[config.mk]
export PLATFORM = sky130hd
export DESIGN_NAME = checker_stream_sched
export DESIGN_NICKNAME = d
export VERILOG_FILES = /design/src/rtl/checker_stream_sched.sv
export SDC_FILE = /design/constraint.sdc
export NUM_CORES = 1
export LEC_CHECK = 0
export CAP_MARGIN = 10
export CORE_ASPECT_RATIO = 1.4
export CORE_MARGIN = 2
export CORE_UTILIZATION = 35
export DETAILED_ROUTE_END_ITERATION = 10
export PLACE_DENSITY = 0.7
export SLEW_MARGIN = 10
export SYNTH_ARGS = -nofsm -noshare
export SYNTH_HDL_FRONTEND = slang
export SYNTH_SLANG_ARGS = --single-unit
[constraint.sdc]
create_clock -name clk -period 2 [get_ports clk]
set_clock_uncertainty 0.2 [all_clocks]
set_input_delay 0.2 -clock clk [delete_from_list [all_inputs] [get_ports clk]]
set_output_delay 0.2 -clock clk [all_outputs]
set_load 0.005 [all_outputs]
[src/rtl/checker_stream_sched.sv]
// rtl/checker_stream_sched.sv - arbitrates two trace-char sources onto one cpu_checker, reports tagged results
module checker_stream_sched #(
  parameter int          MAX_LEN = 64,
  parameter int          CNT_W   = 16,
  parameter logic [7:0]  FILL    = 8'h00
) (
  input  logic             clk,
  input  logic             reset,
  input  logic [7:0]       s0_char,
  input  logic             s0_valid,
  output logic             s0_ready,
  input  logic [7:0]       s1_char,
  input  logic             s1_valid,
  output logic             s1_ready,
  output logic [7:0]       chk_char,
  output logic             chk_reset,
  input  logic [1:0]       chk_format,
  output logic             res_valid,
  output logic             res_src,
  output logic [1:0]       res_type,
  output logic             res_abort,
  output logic [CNT_W-1:0] cnt_reg,
  output logic [CNT_W-1:0] cnt_mem,
  output logic [CNT_W-1:0] cnt_bad
);

  localparam int LEN_W = $clog2(MAX_LEN + 1);

  typedef enum logic [1:0] {IDLE, STREAM, WAIT, REPORT} state_t;

  state_t           state, state_nx;
  logic             grant, grant_nx, rr;
  logic [LEN_W-1:0] len;
  logic             wait_ph;
  logic [1:0]       type_r;
  logic             abort_r;
  logic             start, xfer, do_abort;
  logic             cur_valid;
  logic [7:0]       cur_char;

  always_ff @(posedge clk) begin
    if (reset) state <= IDLE;
    else       state <= state_nx;
  end

  always_comb begin
    state_nx  = state;
    grant_nx  = grant;
    start     = 1'b0;
    xfer      = 1'b0;
    do_abort  = 1'b0;
    s0_ready  = 1'b0;
    s1_ready  = 1'b0;
    cur_valid = grant ? s1_valid : s0_valid;
    cur_char  = grant ? s1_char  : s0_char;
    case (state)
      IDLE: begin
        if (s0_valid || s1_valid) begin
          start    = 1'b1;
          grant_nx = rr ? s1_valid : !s0_valid;
          state_nx = STREAM;
        end
      end
      STREAM: begin
        s0_ready = !grant && s0_valid;
        s1_ready =  grant && s1_valid;
        if (cur_valid) begin
          xfer = 1'b1;
          if (cur_char == 8'h23) begin
            state_nx = WAIT;
          end else if (len == LEN_W'(MAX_LEN - 1)) begin
            do_abort = 1'b1;
            state_nx = REPORT;
          end
        end else begin
          do_abort = 1'b1;
          state_nx = REPORT;
        end
      end
      WAIT: begin
        if (wait_ph) state_nx = REPORT;
      end
      REPORT: state_nx = IDLE;
      default: state_nx = IDLE;
    endcase
    if (reset) begin
      s0_ready = 1'b0;
      s1_ready = 1'b0;
      xfer     = 1'b0;
      do_abort = 1'b0;
      start    = 1'b0;
    end
  end

  assign res_valid = (state == REPORT);
  assign res_src   = res_valid ? grant   : 1'b0;
  assign res_type  = res_valid ? type_r  : 2'd0;
  assign res_abort = res_valid ? abort_r : 1'b0;

  always_ff @(posedge clk) begin
    if (reset) begin
      grant     <= 1'b0;
      rr        <= 1'b0;
      len       <= '0;
      wait_ph   <= 1'b0;
      type_r    <= 2'd0;
      abort_r   <= 1'b0;
      chk_char  <= FILL;
      chk_reset <= 1'b1;
      cnt_reg   <= '0;
      cnt_mem   <= '0;
      cnt_bad   <= '0;
    end else begin
      chk_char  <= FILL;
      chk_reset <= 1'b0;
      if (start) begin
        grant   <= grant_nx;
        rr      <= !grant_nx;
        len     <= '0;
        wait_ph <= 1'b0;
        type_r  <= 2'd0;
        abort_r <= 1'b0;
      end
      if (xfer && !do_abort) begin
        chk_char <= cur_char;
        len      <= len + 1'b1;
      end
      if (do_abort) begin
        chk_reset <= 1'b1;
        abort_r   <= 1'b1;
        type_r    <= 2'd0;
      end
      // checker output for the '#' is valid on the second WAIT cycle
      if (state == WAIT) begin
        wait_ph <= 1'b1;
        if (wait_ph) type_r <= (chk_format == 2'd3) ? 2'd0 : chk_format;
      end
      if (state == REPORT) begin
        if (!abort_r && type_r == 2'd1) begin
          if (cnt_reg != {CNT_W{1'b1}}) cnt_reg <= cnt_reg + 1'b1;
        end else if (!abort_r && type_r == 2'd2) begin
          if (cnt_mem != {CNT_W{1'b1}}) cnt_mem <= cnt_mem + 1'b1;
        end else begin
          if (cnt_bad != {CNT_W{1'b1}}) cnt_bad <= cnt_bad + 1'b1;
        end
      end
    end
  end

endmodule
==> results of run 1 <==
[Yosys cell counts, types with 5 or more instances]
master	instances	area share, %
xnor2_1	26	6.6
nand3_1	21	3.0
and4_1	5	1.3
xor2_1	18	4.5
nand4_1	9	1.6
dfxtp_1	72	42
ha_1	9	3.2
mux2i_1	11	3.2
nand2_1	27	2.9
nand2b_1	7	1.3
clkbuf_1	5	0.54
nor3_1	12	1.7
nor2_1	72	7.8
and2_1	5	0.90
a21oi_1	11	1.6
o21ai_0	5	0.72
and3_1	8	1.4
inv_1	6	0.65
[final timing paths]
check / endpoint / slack [ps] / startpoint
max: len[2] / -50 / state[0]
min: len[6] / 170 / reset
max reg2reg: len[2] / -50 / state[0]
min reg2reg: abort_r / 300 / abort_r
[metrics by stage]
stage	std cells	hold slack, ps
final	693	169
after global routing	693	189
after CTS	687	145
after detailed placement	670	276
after global placement	670	257
after floorplan	392	112
[report_power, final]
group          switching (mW)  total, mW  internal [mW]
registers              0.0554       1.56           1.50
logic                   0.377      0.835          0.458
clock network           0.588       1.45          0.865
[metal layers]
metal  GRT usage [%]  up-vias  part of all wire [%]
li1                -     1692                     -
met4            6.34        0                   1.8
met5               0        -                     0
met2            30.2       62                    52
met1            19.5     1549                    43
met3            3.86       15                   3.8
[critical path, delay by kind of cell, from the launching register on]
family / cells / cell delay (ps)
flops: 1 / 360
buf+inv: 4 / 610
compound gates: 2 / 290
simple gates: 2 / 340
fa+ha+maj: 1 / 170
[cells in the final DEF, fill, tap and decap left out, types with 4 or more instances in the layout]
cell / count
clkdlybuf4s50_1: 78
nor3_1: 10
and4_1: 5
nand3_1: 20
xnor2_1: 26
nor2b_1: 4
xor2_1: 18
nor2_1: 70
clkbuf_16: 9
ha_1: 4
ha_4: 4
o21ai_1: 4
and2_1: 5
and3_1: 8
nor4b_2: 4
o21ai_0: 4
nand4_1: 9
mux2i_1: 11
inv_1: 4
buf_4: 73
nand2b_1: 5
nand2_1: 26
dfxtp_2: 5
a21oi_1: 11
clkinv_2: 4
dfxtp_1: 65
[cells by family (layout without fill, tap and decap cells)]
| group | count (synthesis) | in the layout |
|---|---|---|
| multiplexers | 11 | 11 |
| flip-flops | 72 | 72 |
| adder cells (fa/ha/maj) | 9 | 9 |
| AO/OA/AOI/OAI | 40 | 40 |
| AND/OR/NAND/NOR | 199 | 199 |
| buffers and inverters | 17 | 183 |
| XOR/XNOR | 44 | 44 |
[final cells by class]
class,instances,share of cell area (%)
clock buffer,12,4.50
inverter,6,0.480
clock inverter,4,0.366
multi-input combinational,303,38.6
tap,135,3.09
timing repair buffer,161,26.3
sequential,72,26.6
[repair_timing]
item                                    CTS  global route
gates resized for setup                  16            33
hold endpoints to repair                  0             0
setup buffers                             1             6
pin swaps                                 6             7
endpoints found under the setup margin   22            54
==> flow_summary.ini, run 1 <==
[hold_path]
worstHoldPathType = input port to register
min_path_cells = 4

[synth]
synth_top_family_by_area = simple AND/OR/NAND/NOR gates
postSynth.asyncResetShare_pct = 0
seq_area_frac_synth_pct = 41.6
ys_seq_elements = 72
postSynthCellCount = 392
netlist_area_um2 = 3470
yosys.area_share.simple_pct = 30.4
ys.flop_type = dfxtp_1
synth_cell_type_count = 60
avgSynthCellArea_um2 = 8.85
synth-edff-count = 0
yosys_warnings = 0
synth.net_count = 423
synth-adder-area-share_pct = 3.25
synth_compound_area_share_pct = 7.90
synth.area.mux_share_pct = 3.17
synth-xor-area-share_pct = 11.1

[clock_network]
cts_buffers = 9
postCtsHoldBufs = 0
cts.path.max_buffers = 2
cts-root-buf = clkbuf_16
tritoncts = done
htree_levels = 3
clk_latency_ps = 330
clk_pin_slew_ps = 50
clock-sinks = 72

[sta]
period_needed_ps = 2050
setup_tns_ps = -92.8
worst_pin_slew_ps = 622
worst_slack_ps = -46.3
fmax_mhz = 489
fin_crit_sh_pct = 102
final_max_slew_viol_count = 0
rsz0062_at_grt = true
hold_viol_final = 0
slew_headroom_pct = 58.6
finalSetupViolations = 3

[final_layout]
seq_area_um2 = 1460
synthToLayoutAreaGrowth_pct = 57.8
fillCellCount = 900
nNetsFinal = 584
postLayoutCoreUtil_pct = 55.9
postLayoutCellArea_um2 = 5470
drive_above_1_share_pct = 25.4
diodes = 0
multiInputGateArea_um2 = 2110

[placed_design]
place_congestion = 0.800
place_ws_ps = -237
hpwl_um = 6280
postPlaceCellArea_um2 = 4970
place.port_buffers = 85

[pwr]
irDropWorstVdd_mv = 0.469
p_per_area_nw_per_um2 = 703
p_leak_nw = 2.06
power_mw = 3.85

[run]
max-cap-violations = 0

[die]
die_area_um2 = 10700
core_area_um2 = 9790
die_h_um = 122
die_w_um = 88.1
rows = 43
initial_core_util_pct = 35.4
pin_count = 86

[run_status]
failed_checks = negative setup slack
status = complete, but fails checks

[worst_setup_path]
crit_chain = buf_4 > clkinvlp_4 > buf_4 > ha_4 > o21ai_0 > nor2b_1 > buf_4 > nand2_1 > a31oi_1
cp.arrival_ps = 2100
path_class = register to register
critPathLaunchType = register
critPathRequiredTime_ps = 2050
slowest_stage = dfxtp_2
critPathMaxFanout = 6
endpoint_kind = register
critPathMaxStageDelay_ps = 360
critPathMostFrequentCell = buf_4
reg2reg_depth = 9

[global_routing]
grt_pass1_wl_um = 14600
grt_usage_pct = 16.9
antenna_found_initial = 0
grt_max_degree = 60
first_global_vias = 3324
grt.overflow.total = 0

[routing]
drt-total-wl_um = 8930
route.detailed.drc = 0
via_count = 3318
ant_nets = 0
via_per_inst = 4.79
drt_pass1_iterations = 4
dr.first_iter.drc_count = 97
wl_per_cell_um = 12.9
Note: power is estimated with default switching activity, not from simulation.
==> run 2: changes to the inputs <==
--- a/config.mk
+++ b/config.mk
@@ -10,6 +10,8 @@
 export CORE_MARGIN = 2
 export CORE_UTILIZATION = 35
 export DETAILED_ROUTE_END_ITERATION = 10
+export GPL_ROUTABILITY_DRIVEN = 1
+export HOLD_SLACK_MARGIN = 0.05
 export PLACE_DENSITY = 0.7
 export SLEW_MARGIN = 10
 export SYNTH_ARGS = -nofsm -noshare
==> results of run 2 <==
Final layout, timing and power as in run 1 (identical DEF).
==> run 3: changes to the inputs <==
--- a/config.mk
+++ b/config.mk
@@ -5,6 +5,7 @@
 export SDC_FILE = /design/constraint.sdc
 export NUM_CORES = 1
 export LEC_CHECK = 0
+export ABC_AREA = 1
 export CAP_MARGIN = 10
 export CORE_ASPECT_RATIO = 1.4
 export CORE_MARGIN = 2
@@ -12,7 +13,7 @@
 export DETAILED_ROUTE_END_ITERATION = 10
 export GPL_ROUTABILITY_DRIVEN = 1
 export HOLD_SLACK_MARGIN = 0.05
-export PLACE_DENSITY = 0.7
+export PLACE_DENSITY = 0.69
 export SLEW_MARGIN = 10
 export SYNTH_ARGS = -nofsm -noshare
 export SYNTH_HDL_FRONTEND = slang
==> run 3 against run 2 <==
- the flow now finishes without violations
- largest cell class unchanged
- design area is 0.16% higher
- clock-buffer cell count increased by 2
- hold slack better by 79 ps
- first-iteration DRC count up 34%
- critical path depth fell by 5
- core utilization down 5.7 points
- clock power increased by 3%
- register-to-register slack better by 160 ps
- critical endpoint is now res_src
- highest routed layer unchanged
- maximum frequency grew 8.0%
- sequential power barely moved
- synthesized area rose by 14%
==> flow_summary.ini, run 3 <==
[synth]
synth_compound_area_share_pct = 10.6
yosys_warnings = 0
synth_top_family_by_area = simple AND/OR/NAND/NOR gates
yosysTopAreaCellShare_pct = 36.6
ys.flop_type = dfxtp_1
synth.area.mux_share_pct = 0
yosys.area_share.simple_pct = 35.9
synth.net_count = 610
ys_seq_elements = 72
yosys.area.top_type = dfxtp_1
synth_cell_type_count = 39
synth-xor-area-share_pct = 4.44
postSynthCellCount = 579
yosys-top-cells-count = nand2_1, dfxtp_1, nor2_1
synth.most_common_cell = nand2_1
avgSynthCellArea_um2 = 6.81
seq_area_frac_synth_pct = 36.6
synth-adder-area-share_pct = 2.86
synthTopCellsByArea = dfxtp_1, nand2_1, nor2_1
netlist_area_um2 = 3940
synth-edff-count = 0
postSynth.asyncResetShare_pct = 0

[final_layout]
layout_commonest_cell = nand2_1
nNetsFinal = 726
synthToLayoutAreaGrowth_pct = 39.0
mostFrequentLayoutCells = nand2_1, clkdlybuf4s50_1, dfxtp_1
drive_above_1_share_pct = 14.3
postLayoutCoreUtil_pct = 50.2
diodes = 0

[worst_setup_path]
r2r_start = cnt_bad[0]
critPathLaunchType = register
endpoint_kind = output port
critPathMaxFanout = 7
critPathRequiredTime_ps = 1600
rrSetupSlack_ps = 110
cp.arrival_ps = 1500
path_class = register to output port
reg2reg_depth = 9
r2r-end = cnt_bad[0]

[sta]
worst_pin_slew_ps = 388
finalSetupViolations = 0
worst_slack_ps = 105
slew_headroom_pct = 74.2
fin_crit_sh_pct = 94.8
period_needed_ps = 1900
final_max_slew_viol_count = 0
setup_tns_ps = 0
fmax_mhz = 528
rsz0062_at_grt = false
hold_viol_final = 0

[clock_network]
clk_pin_slew_ps = 50
postCtsHoldBufs = 0
cts-root-buf = clkbuf_16
cts.path.max_buffers = 2
clk_latency_ps = 330
cts_buffers = 9
clock-sinks = 72
htree_levels = 3
tritoncts = done

[global_routing]
first_global_vias = 3881
grt_max_degree = 36
grt_pass1_wl_um = 17000
grt_usage_pct = 17.2
antenna_found_initial = 0
grt.overflow.total = 0

[routing]
drt_pass1_iterations = 4
via_count = 4062
drt-total-wl_um = 10400
dr.first_iter.drc_count = 130
route.detailed.drc = 0
via_per_inst = 4.84
wl_per_cell_um = 12.4
ant_nets = 0

[placed_design]
place_ws_ps = 81.7
place_congestion = 0.852
place.port_buffers = 85
hpwl_um = 7650

[run_status]
status = finished, final reports clean

[die]
die_w_um = 93.7
die_h_um = 130
pin_count = 86
core_area_um2 = 10900
die_area_um2 = 12100
rows = 45
initial_core_util_pct = 36.1

[pwr]
p_per_area_nw_per_um2 = 693
p_leak_nw = 2.16
irDropWorstVdd_mv = 0.454

[hold_path]
min_path_cells = 3
worstHoldPathType = input port to register
min_to = chk_char[0]
min_from = s1_char[0]

[run]
max-cap-violations = 0
==> run 3: cell count changes after synthesis, sizes merged, moves of 6 or more <==
| cell | delta |
|---|---|
| nand3 | +19 |
| and3 | -7 |
| o21ai | +15 |
| and4 | -6 |
| nand2b | -7 |
| mux2i | -11 |
| inv | +63 |
| and2 | -6 |
| nand2 | +149 |
| a21oi | +34 |
| xnor2 | -19 |
==> run 3: cells by family after synthesis <==
| family | Yosys count |
|---|---|
| buffers and inverters | 85 |
| xor gates and xnor gates | 20 |
| adders and majority gates | 9 |
| DFF | 72 |
| and+or+nand+nor | 319 |
| AOI/OAI and AO/OA | 74 |
==> run 3: power by group <==
group / internal [mW] / leakage, nW / switching [mW]
clock network: 0.928 / 0.135 / 0.559
logic: 0.309 / 1.44 / 0.413
registers: 1.52 / 0.583 / 0.0729
total: 2.75 / 2.16 / 1.04
==> run 3: critical path, cell delays in order, from the launching register on <==
cell             delay, ps
dfxtp_4                370
ha_4                   190
nand2_1                 60
inv_1                   50
clkdlybuf4s50_1        490
==> run 3: through the flow <==
step | std cells | hold WS [ps] | total power [mW] | cell area, µm²
floorplan | 579 | 147 | 2.02 | 3940
CTS | 833 | 238 | 3.82 | 5390
finish | 839 | 249 | 3.80 | 5480
detailed placement | 820 | 270 | 2.29 | 5090
global route | 839 | 255 | 4.00 | 5480
global placement | 820 | 260 | 2.26 | 5090
==> run 3: metal layers <==
metal | wire length [µm] | vias up | global-route usage, %
met1 | 4330 | 1886 | 19.5
met3 | 323 | 20 | 2.33
met5 | 0 | - | 0
met2 | 5490 | 91 | 31.4
met4 | 231 | 0 | 8.44
li1 | - | 2065 | -
==> run 3: final cells by class <==
cell class                 instances  area (µm²)
clock buffer                      14         274
fill                            1064        5440
inverter                          71         275
multi-input combinational        423        2180
sequential                        72        1450
tap                              141         176
timing repair buffer             118        1120
==> run 3: worst max path at each step <==
stage                          start     endpoint  slack, ps  cells past startpoint
after floorplan           cnt_mem[1]  cnt_mem[15]        210                     11
after global placement      s1_valid     s1_ready        140                      4
after detailed placement  s1_char[1]       len[6]         80                     11
after CTS                 cnt_reg[1]  cnt_reg[13]         70                     10
after global routing      cnt_bad[0]  cnt_bad[11]          4                     11
final                       state[1]      res_src        100                      4
==> run 3: repair_timing <==
| action | CTS | global route |
|---|---|---|
| endpoints found under the setup margin | 7 | 29 |
| pin swaps | 0 | 2 |
| cloned | 0 | 1 |
| gates resized for setup | 12 | 14 |
| buffers inserted | 0 | 5 |
